$ cat src/rtl/fetch_unit.sv
// Instruction fetch stage: PC, single-outstanding imem reads, QDEPTH-entry queue to decode.
// Latency: redirect at N -> request at N+1 -> out_valid at N+3 with 1-cycle memory. Optional FETCH_PERF_EN.
// Backpressure: out_ready low fills the queue, and the request gate then holds imem_req low.

module fetch_fifo #(
    parameter int W     = 32,
    parameter int DEPTH = 2
) (
    input  logic                       clk,
    input  logic                       rst_n,
    input  logic                       clr,
    input  logic                       push_vld,
    input  logic [W-1:0]               push_dat,
    input  logic                       pop,
    output logic [W-1:0]               head_dat,
    output logic                       empty,
    output logic [$clog2(DEPTH+1)-1:0] count
);
    localparam int AW = $clog2(DEPTH);
    localparam int CW = $clog2(DEPTH+1);

    logic [W-1:0]  mem [DEPTH];
    logic [AW-1:0] wr_ptr;
    logic [AW-1:0] rd_ptr;

    always_ff @(posedge clk) begin
        if (!rst_n || clr) begin
            wr_ptr <= '0;
            rd_ptr <= '0;
            count  <= '0;
        end else begin
            if (push_vld) wr_ptr <= wr_ptr + AW'(1);
            if (pop)      rd_ptr <= rd_ptr + AW'(1);
            count <= count + CW'(push_vld) - CW'(pop);
        end
    end

    always_ff @(posedge clk) begin
        if (push_vld) mem[wr_ptr] <= push_dat;
    end

    assign head_dat = mem[rd_ptr];
    assign empty    = (count == '0);
endmodule

module fetch_unit #(
    parameter int              PC_W     = 16,
    parameter logic [PC_W-1:0] RESET_PC = '0,
    parameter int              QDEPTH   = 2
) (
    input  logic            clk,
    input  logic            rst_n,
    output logic            imem_req,
    output logic [PC_W-1:0] imem_addr,
    input  logic            imem_gnt,
    input  logic            imem_rvalid,
    input  logic [15:0]     imem_rdata,
    input  logic            redirect_valid,
    input  logic [PC_W-1:0] redirect_pc,
    output logic            out_valid,
    input  logic            out_ready,
    output logic [15:0]     out_inst,
`ifdef FETCH_PERF_EN
    output logic [PC_W-1:0] out_pc,
    output logic [31:0]     perf_fetched,
    output logic [31:0]     perf_stall
`else
    output logic [PC_W-1:0] out_pc
`endif
);
    localparam int              QW    = PC_W + 16;
    localparam int              CW    = $clog2(QDEPTH+1);
    localparam logic [CW-1:0]   QFULL = CW'(QDEPTH);

    typedef enum logic [1:0] {ST_IDLE, ST_WAIT, ST_DISCARD} state_t;

    state_t          state_q, state_d;
    logic [PC_W-1:0] pc_q, pc_d;
    logic [PC_W-1:0] req_pc_q;
    logic            run_q;
    logic            push;
    logic            pop;
    logic            q_empty;
    logic [CW-1:0]   q_count;
    logic [QW-1:0]   q_head;

    always_ff @(posedge clk) begin
        if (!rst_n) begin
            state_q  <= ST_IDLE;
            pc_q     <= RESET_PC;
            req_pc_q <= RESET_PC;
            run_q    <= 1'b0;
        end else begin
            state_q <= state_d;
            pc_q    <= pc_d;
            run_q   <= 1'b1;
            if (imem_req && imem_gnt) req_pc_q <= pc_q;
        end
    end

    // No request while a response is outstanding, so IDLE only needs the queue level.
    always_comb begin
        state_d  = state_q;
        pc_d     = pc_q;
        imem_req = 1'b0;
        push     = 1'b0;
        if (redirect_valid) begin
            pc_d = redirect_pc;
            case (state_q)
                ST_WAIT:    state_d = imem_rvalid ? ST_IDLE : ST_DISCARD;
                ST_DISCARD: state_d = imem_rvalid ? ST_IDLE : ST_DISCARD;
                default:    state_d = ST_IDLE;
            endcase
        end else begin
            case (state_q)
                ST_IDLE: begin
                    imem_req = run_q && (q_count < QFULL);
                    if (imem_req && imem_gnt) begin
                        state_d = ST_WAIT;
                        pc_d    = pc_q + PC_W'(1);
                    end
                end
                ST_WAIT: begin
                    if (imem_rvalid) begin
                        push    = 1'b1;
                        state_d = ST_IDLE;
                    end
                end
                ST_DISCARD: begin
                    if (imem_rvalid) state_d = ST_IDLE;
                end
                default: state_d = ST_IDLE;
            endcase
        end
    end

    assign imem_addr = pc_q;
    assign pop       = out_valid && out_ready;

    fetch_fifo #(.W(QW), .DEPTH(QDEPTH)) u_queue (
        .clk      (clk),
        .rst_n    (rst_n),
        .clr      (redirect_valid),
        .push_vld (push),
        .push_dat ({imem_rdata, req_pc_q}),
        .pop      (pop),
        .head_dat (q_head),
        .empty    (q_empty),
        .count    (q_count)
    );

    assign out_valid = !q_empty;
    assign out_inst  = out_valid ? q_head[PC_W +: 16] : 16'h0000;
    assign out_pc    = out_valid ? q_head[PC_W-1:0]   : '0;

`ifdef FETCH_PERF_EN
    always_ff @(posedge clk) begin
        if (!rst_n) begin
            perf_fetched <= '0;
            perf_stall   <= '0;
        end else begin
            if (push && (perf_fetched != '1))
                perf_fetched <= perf_fetched + 32'd1;
            if (!out_valid && !redirect_valid && (perf_stall != '1))
                perf_stall <= perf_stall + 32'd1;
        end
    end
`endif
endmodule

$ cat config.mk
export PLATFORM = sky130hd
export DESIGN_NAME = fetch_unit
export DESIGN_NICKNAME = d
export VERILOG_FILES = /design/src/rtl/fetch_unit.sv
export SDC_FILE = /design/constraint.sdc
export NUM_CORES = 1
export LEC_CHECK = 0
export BUFFER_PORTS_ARGS = -buffer_cell sky130_fd_sc_hd__clkbuf_2
export CORE_MARGIN = 2
export CORE_UTILIZATION = 59
export DETAILED_ROUTE_END_ITERATION = 10
export GPL_TIMING_DRIVEN = 0
export PLACE_DENSITY = 0.84
export SYNTH_ARGS = -nofsm -noshare
export SYNTH_HDL_FRONTEND = slang
export SYNTH_HIERARCHICAL = 1
export SYNTH_SLANG_ARGS = --single-unit
$ cat constraint.sdc
create_clock -name clk -period 6 [get_ports clk]
set_clock_uncertainty 0.2 [all_clocks]
set_input_delay 0.3 -clock clk [delete_from_list [all_inputs] [get_ports clk]]
set_output_delay 0.3 -clock clk [all_outputs]
set_load 0.01 [all_outputs]
Word level (Yosys, flattened, before mapping)
Memories as Yosys holds them, arrays and structs flattened. A register that Yosys moved wholly into a read port is not among the register bits.
Cells that the tools add are included.
W data, S select, Z words.
{ "classes": {"addsub": 5, "eq_ne": 4, "n_reduce_logical": 14, "magnitude_cmp": 1, "muxes": 21} }
{ "ops": {"columns": ["op", "n"], "rows": [
  ["$mux W16", 5],
  ["$add A16 B1 Y16 const B", 1],
  ["$mux W1", 10],
  ["$mux W2", 5],
  ["$logic_and A1 B1 Y1", 4],
  ["$logic_not A2 Y1", 2],
  ["$pmux W2 S2", 1],
  ["$reduce_and A2 Y1", 2],
  ["$reduce_bool A2 Y1", 2],
  ["$ne A3 B1 Y1 const B", 1],
  ["$ne A3 B3 Y1 const B", 1],
  ["$add A1 B1 Y1 const B", 2],
  ["$add A2 B1 Y2", 1],
  ["$eq A2 B1 Y1 const B", 1],
  ["$eq A2 B2 Y1 const B", 1],
  ["$logic_not A1 Y1", 2],
  ["$lt A2 B2 Y1 const B", 1],
  ["$reduce_or A2 Y1", 1],
  ["$sub A2 B1 Y2", 1],
  ["$logic_or A1 B1 Y1", 1]
]} }
{ "totals": {"inputBits": 38, "memories": 1, "ff_bits": 39, "mem_bits_rw": 64, "out_inout_bits": 50, "elab_cells": 53} }
{ "memory_table": {"columns": ["name", "depth", "width", "read_ports", "rd_ports_with_merged_regs", "wr", "line", "source"], "rows": [
  ["u_queue.mem", 2, 32, 1, 1, 1, "22", "logic [W-1:0] mem [DEPTH];"]
]} }

Depth between registers and ports, before layout
Gate-level depths: netlist of run 1.
{ "depth": {"depth_word": 6, "depth_mapped": 8, "ltp_nobuf": 7} }

Modules after synthesis
The synthesis of run 1 kept the hierarchy.
{ "modules_own_cells": {"columns": ["module", "area_each_um2", "cells_each", "seq_area_each_um2", "n_inst"], "rows": [
  ["fetch_fifo", 2683.8, 122, 2021.9, 1],
  ["fetch_unit", 1949.4, 242, 700.7, 1]
]} }

Worst setup path after synthesis of run 1
OpenSTA, ideal clock, no wires.
{ "synth_path": {"kind": "input to register", "from": "in redirect_valid", "to": "mem u_queue.mem[0][0], enable pin", "setup_ns": 0.425, "stages": 4, "required_time_ns": 5.375, "n_path_buf": 1, "slack_ns": 2.919, "t_arrival_ns": 2.456, "path_cell_list": "inv_1 > clkbuf_1 > and3_1 > nor2b_1"} }
{ "synth_between": {"elab_chain_len": 3} }
{ "synth_lines": {"columns": ["item", "line", "source"], "rows": [
  ["from (decl)", "58", "input logic redirect_valid,"],
  ["$mux W1", "107", "if (redirect_valid) begin"],
  ["via push", "81", "logic push;"],
  ["$mux W1", "39", "if (push_vld) mem[wr_ptr] <= push_dat;"],
  ["$mux W1 (not written as such)", "39", null],
  ["to (decl)", "22", null]
]} }
The timed path passes the listed nets, and every way through them passes these cells.

Worst setup path in the final report of run 1
{ "layout_path": {"from": "reg u_queue.count[1]", "to": "out out_inst[6]"} }
{ "layout_between": {"elab_chain_len": 2} }
{ "layout_lines": {"columns": ["item", "line", "source"], "rows": [
  ["from (decl)", "17", "output logic [$clog2(DEPTH+1)-1:0] count"],
  ["from (signal assigned)", "34", "count <= count + CW'(push_vld) - CW'(pop);"],
  ["$logic_not A2 Y1", "43", "assign empty = (count == '0);"],
  ["via q_empty", "83", "logic q_empty;"],
  ["$mux W16", "153", "assign out_inst = out_valid ? q_head[PC_W +: 16] : 16'h0000;"],
  ["to (decl)", "62", "output logic [15:0] out_inst,"]
]} }
The timed path passes the listed nets, and every way through them passes these cells.

==> results of run 1 <==
[state kept, by name (all words and copies together) (netlist names), named ones only]
signal	count
imem_addr	16
req_pc_q	16
run_q	1
state_q	2
u_queue/count	2
u_queue/mem	64
u_queue/rd_ptr	1
u_queue/wr_ptr	1
[stage by stage]
step | setup WS [ns] | hold slack, ns | cells
floorplan | 2.919 | 0.1277 | 364
global placement | 1.915 | 0.2321 | 553
detailed placement | 3.267 | 0.2408 | 553
CTS | 3.568 | 0.009912 | 591
global route | 3.454 | 0.04603 | 591
finish | 3.625 | 0.01619 | 591
[logic make-up after synthesis]
family | after synthesis | share of synthesized area, %
AND/OR/NAND/NOR | 132 | 15.53
flip-flops | 104 | 58.76
AO/OA/AOI/OAI | 52 | 8.237
multiplexers | 32 | 10.21
buffers and inverters | 28 | 3.538
XOR/XNOR | 11 | 2.377
adder cells (fa/ha/maj) | 5 | 1.350
[how the worst max path moves through the flow]
stage                                      from                      endpoint  depth (start not counted)
finish              u_queue/count[1]$_SDFF_PP0_                   out_inst[6]                          4
floorplan                        redirect_valid   u_queue/mem[0][0]$_DFFE_PP_                          4
CTS                 u_queue/count[1]$_SDFF_PP0_                    out_pc[13]                          4
detailed placement               redirect_valid   u_queue/mem[0][7]$_DFFE_PP_                          5
global route        u_queue/count[1]$_SDFF_PP0_                    out_pc[13]                          4
global placement                 redirect_valid  u_queue/mem[0][11]$_DFFE_PP_                          5
[critical path, cell delays in order (launching register included)]
cell and delay, ns:
dfxtp_1 0.37, nor2_1 0.47, clkbuf_1 0.41, nor2b_1 0.11
clkbuf_2 0.15
[layer usage]
layer  share of wire [%]  wire [um]
met5                   0          0
met4                 1.8        167
met3                 5.7        517
met2                  50       4584
met1                  42       3874
[cell type report]
type,instances,area [um^2]
Buffer,18,126.4
Clock buffer,10,127.6
Clock inverter,6,67.56
Fill cell,521,2027
Inverter,10,37.54
Multi-Input combinational cell,232,1755
Sequential cell,104,2723
Tap cell,102,127.6
Timing Repair Buffer,109,655.6
[power groups by stage]
stage / combinational (uW) / sequential, uW / clock (uW)
global placement: 73.5 / 796 / 0
floorplan: 41.0 / 796 / 0
global route: 98.0 / 782 / 461
detailed placement: 76.6 / 797 / 0
finish: 88.3 / 781 / 426
CTS: 88.3 / 780 / 432
[placed cells by master, fill, tap and decap left out, drive strengths merged, types with 2 or more instances in the layout]
master and instances:
nor2b 36, nand2 50, nor3 5, nand4 3, nand3b 2, clkinv 2
o21ai 13, nand2b 5, o211a 3, dfxtp 40, edfxtp 64, mux2 32
clkinvlp 2, dlygate4sd3 22, o211ai 4, clkbuf 109, nor2 8, nand3 10
ha 5, a21boi 18, buf 6, a21oi 3, nor4 3, and2 2
o311ai 6, or4 2, inv 11, xnor2 9
[timing repair]
action / CTS / global route
hold buffers: 22 / 0
endpoints found under the hold margin: 38 / 0
endpoints found under the setup margin: 0 / 0
==> impl_metrics.csv, run 1 <==
group,metric,value,unit
global_routing,grt_usage,22.69,%
global_routing,overflow,0,
worst_setup_path,rr_endpoint,"u_queue/mem[0][29]$_DFFE_PP_",
cts,cts_htree_levels,3,
placed_design,globalplace.congestion,0.9029,
worst_setup_path,cp.arrival,1.88,ns
floorplan,die_y,92.62,um
floorplan,die_area,8578,um^2
worst_setup_path,end_kind,"output port",
worst_setup_path,setup.worst_path.start_class,"flip-flop",
drt,vias_per_cell,5.281,
worst_setup_path,required,5.50,ns
min_path,hp-class,"input pin to flip-flop",
sta,worstMarginPinSlew,0.9436,ns
power_and_ir_drop,internal_power,1004,uW
global_routing,grt.met2_usage,37.83,%
worst_setup_path,crit_type,"flip-flop to output port",
power_and_ir_drop,p_switching,291.0,uW
min_path,holdCritStartpoint,"redirect_pc[7]",
floorplan,core,7647,um^2
placed_design,io_buffers,87,
drt,drt_wl_total,9.144,mm
sta,tns,0,ns
synthesis,ys_seq_elements,104,
finish,antenna_cells,0,
synthesis,synth_top_cell_by_area,"edfxtp_1",
synthesis,yosysSeqAreaShare,58.76,%
synthesis,async_flop_share,0,%
global_routing,grt-busiest-layer,"met2",
finish,layout.nets,527,
synthesis,syn_area,4633,um^2
worst_setup_path,r2r_slack,3.81,ns
global_routing,grt_pass1_wl,14.97,mm
cts,cts_buffer_depth,2,
sta,slew_headroom,36.96,%
power_and_ir_drop,power.density,230.4,nW/um^2
sta,finalCriticalPeriod,2.375,ns
synthesis,synth-edff-count,64,
sta,slew_viol_final,0,
finish,syn2layout_area_growth,21.31,%
power_and_ir_drop,finalPower,1295,uW
worst_setup_path,r2r-start,"state_q[1]$_SDFFE_PN0P_",
drt,routedWlPerCell,15.47,um
floorplan,die_w,92.62,um
synthesis,yosysMostFrequentCell,"edfxtp_1",
floorplan,pin_count,88,
synthesis,synth_common_cells,"edfxtp_1, nand2_1, dfxtp_1",
finish,utilization,73.49,%
power_and_ir_drop,p_leak,0.002132,uW
power_and_ir_drop,switching_share,22.47,%
cts,cts_buffers,9,
sta,fin_crit_sh,39.59,%
cts,postCtsSetupRepairBufs,0,
synthesis,yosys.cell_types.count,50,
synthesis,ys.flop_type,"edfxtp_1",
min_path,min_path_cells,3,
global_routing,antenna_found_initial,0,
status,status,"finished clean",
sta,grt_setup_unrepaired,"no",
worst_setup_path,cp_max_fo,10,
global_routing,grt_util_met1,29.21,%
drt,drt_pass1_iterations,4,
cts,cts.repair.resized,0,
cts,clock-root-buffer,"clkbuf_8",
placed_design,hpwl,6.390,mm
sta,max_freq,421.0,MHz
power_and_ir_drop,ir_drop,0.1227,mV
finish,drive_gt1_share,31.08,%
drt,drtIter0Drc,196,
drt,vias,3121,
power_and_ir_drop,comb_power_share,6.8,%
floorplan,initial_core_util,60.59,%
finish,finalInstanceArea,5620,um^2
cts,cts_tree,"done",
global_routing,grt_pass1_vias,3145,
global_routing,grt_max_degree,33,
power_and_ir_drop,seqPwrFrac,60.3,%
drt,final_antenna_net_count,0,
synthesis,syn_inst,364,
synthesis,syn_nets,407,
worst_setup_path,ff2ff_path_depth,4,
min_path,hold_end,"imem_addr[7]$_SDFFE_PN0P_",
synthesis,ys_warn_count,6,
placed_design,placed_area,5205,um^2
global_routing,grtUsageMet3,4.394,%
cts,cts.sinks,104,
cts,clk_pin_slew_worst_paths,0.09,ns
cts,worstSkewPairLatency,0.36,ns
run,drv_cap,0,
sta,setup_viol,0,
synthesis,synth.area.top_cells,"edfxtp_1, dfxtp_1, mux2_4",
floorplan,rows,32,
power_and_ir_drop,clkPwrFrac,32.9,%
drt,route.detailed.drc,0,
synthesis,post_synth.cell_area_avg,12.73,um^2
synthesis,synth_top_area_share,41.48,%
sta,hold_viol,0,
Power figures use the tool's default switching activity.
==> run 2: changes to the inputs <==
--- a/config.mk
+++ b/config.mk
@@ -7,10 +7,10 @@
 export LEC_CHECK = 0
 export BUFFER_PORTS_ARGS = -buffer_cell sky130_fd_sc_hd__clkbuf_2
 export CORE_MARGIN = 2
-export CORE_UTILIZATION = 59
+export CORE_UTILIZATION = 55
 export DETAILED_ROUTE_END_ITERATION = 10
 export GPL_TIMING_DRIVEN = 0
-export PLACE_DENSITY = 0.84
+export PLACE_DENSITY = 0.79
 export SYNTH_ARGS = -nofsm -noshare
 export SYNTH_HDL_FRONTEND = slang
 export SYNTH_HIERARCHICAL = 1
==> constraint.sdc (replaced) <==
create_clock -name clk -period 2.3 [get_ports clk]
set_clock_uncertainty 0.2 [all_clocks]
set_input_delay 0.115 -clock clk [delete_from_list [all_inputs] [get_ports clk]]
set_output_delay 0.115 -clock clk [all_outputs]
set_load 0.01 [all_outputs]
==> impl_metrics.csv, run 2 (synthesis gave the netlist of run 1 again) <==
group,metric,value,unit
global_routing,grt_usage,20.94,%
cts,clock-root-buffer,"clkbuf_8",
drt,vias,3180,
cts,cts_tree,"done",
finish,layout_commonest_cell,"clkbuf_2",
finish,layout.nets,541,
sta,worstMarginPinSlew,0.7535,ns
sta,fin_crit_sh,92.33,%
finish,fillCellCount,592,
sta,finalCriticalPeriod,2.124,ns
global_routing,grt_util_met1,28.06,%
global_routing,grt_pass1_vias,3063,
floorplan,pin_count,88,
placed_design,hpwl,6.122,mm
finish,antenna_cells,0,
sta,tns,0,ns
finish,largest_reg_flops,64,
cts,cts_htree_levels,3,
drt,route.detailed.drc,0,
cts,cts_buffers,9,
global_routing,grt-busiest-layer,"met2",
power_and_ir_drop,ir_drop,0.3753,mV
drt,drtIter0Drc,142,
sta,slew_viol_final,0,
sta,setup_viol,0,
min_path,hp-class,"input pin to flip-flop",
global_routing,grt_pass1_wl,14.59,mm
finish,finalInstanceArea,5769,um^2
power_and_ir_drop,p_leak,0.002195,uW
floorplan,rows,33,
sta,hold_viol,0,
run,drv_cap,0,
global_routing,overflow,0,
cts,worstSkewPairLatency,0.37,ns
finish,syn2layout_area_growth,24.52,%
worst_setup_path,required,1.99,ns
placed_design,pre_cts_ws,-0.5883,ns
drt,vias_per_cell,5.230,
placed_design,globalplace.congestion,0.8847,
worst_setup_path,crit_type,"flip-flop to output port",
placed_design,placed_area,5207,um^2
finish,utilization,70.57,%
placed_design,io_buffers,87,
global_routing,grtUsageMet3,2.976,%
finish,mostFrequentLayoutCells,"clkbuf_2, edfxtp_1, nand2_1, dfxtp_1",
drt,routedWlPerCell,15.05,um
global_routing,antenna_found_initial,0,
drt,drt_wl_total,9.149,mm
sta,slew_headroom,49.77,%
status,status,"finished clean",
drt,drt_pass1_iterations,5,
worst_setup_path,setup.worst_path.start_class,"flip-flop",
worst_setup_path,cp.arrival,1.81,ns
cts,clk_pin_slew_worst_paths,0.10,ns
finish,drive_gt1_share,30.42,%
finish,top_register,"u_queue/mem",
cts,cts_buffer_depth,2,
sta,max_freq,470.9,MHz
worst_setup_path,cp_max_fo,10,
sta,grt_setup_unrepaired,"no",
floorplan,die_w,95.78,um
worst_setup_path,critPathMaxStageDelay,0.42,ns
power_and_ir_drop,power.density,591.6,nW/um^2
worst_setup_path,end_kind,"output port",
worst_setup_path,worst_path_max_delay_cell,"clkbuf_1",
global_routing,grt_max_degree,33,
cts,postCtsSetupRepairBufs,0,
floorplan,die_y,95.78,um
sta,fin_ws,0.1763,ns
cts,cts.sinks,104,
floorplan,core,8175,um^2
floorplan,die_area,9174,um^2
global_routing,grt.met2_usage,34.09,%
drt,final_antenna_net_count,0,
worst_setup_path,path_cells,"nor2_2, clkbuf_1, nor2b_1, clkbuf_2",
floorplan,initial_core_util,56.67,%
power_and_ir_drop,finalPower,3413,uW
==> run 2: cell types whose count changed in the layout (fill, tap and decap cells not counted), sizes merged <==
cell,change
inv,+1
clkinvlp,-1
nor2b,+1
dlygate4sd3,+13
==> run 2: critical path, delay by kind of cell, from the launching register on <==
family	cells	cell delay, ns
buf+inv	2	0.58
flops	1	0.38
simple gates	2	0.48
==> run 2: layout make-up <==
type,instances,area (um^2),area share [%]
tap,105,131.4,2.277
multi-input combinational,233,1772,30.71
sequential,104,2723,47.19
inverter,10,37.54,0.6506
timing repair buffer,122,785.8,13.62
clock buffer,10,127.6,2.212
clock inverter,6,66.31,1.149
buffer,18,126.4,2.190
==> run 2: path summary, 6_finish.rpt <==
check                                            startpoint                     endpoint  slack, ns  cells after the start
worst min-delay path                              out_ready                    flip-flop       0.01                      4
worst max register to register      state_q[1]$_SDFFE_PN0P_  u_queue/mem[1][8]$_DFFE_PP_       0.20                      4
worst max-delay path            u_queue/count[1]$_SDFF_PP0_                  out_inst[2]       0.18                      4
worst min register to register     req_pc_q[0]$_SDFFE_PN0P_  u_queue/mem[1][0]$_DFFE_PP_       0.26                      0
==> run 2: what timing repair did <==
action | CTS | global route
gates resized for setup | 1 | 2
hold buffers | 35 | 0
cloned | 0 | 1
hold endpoints to repair | 56 | 0
setup endpoints to repair | 32 | 61
==> run 2: layer usage <==
layer	share of wire, %	up-vias
li1	-	1573
met1	46	1498
met2	47	94
met3	4.7	15
met4	2.5	0
met5	0	-
==> run 2: per-stage QoR <==
step / hold slack [ns] / cells
detailed placement: 0.05476 / 556
finish: 0.01180 / 608
global route: 0.02258 / 608
CTS: 0.008845 / 607
floorplan: -0.05728 / 364
global placement: 0.05038 / 556
==> run 2: where the power goes <==
group          total [uW]  internal, uW  switching (uW)  leakage (uW)
Sequential           2040          2000            40.7      0.000914
Combinational         249           130             119       0.00118
Clock                1130           510             618     0.0000962
Total                3410          2640             777       0.00220
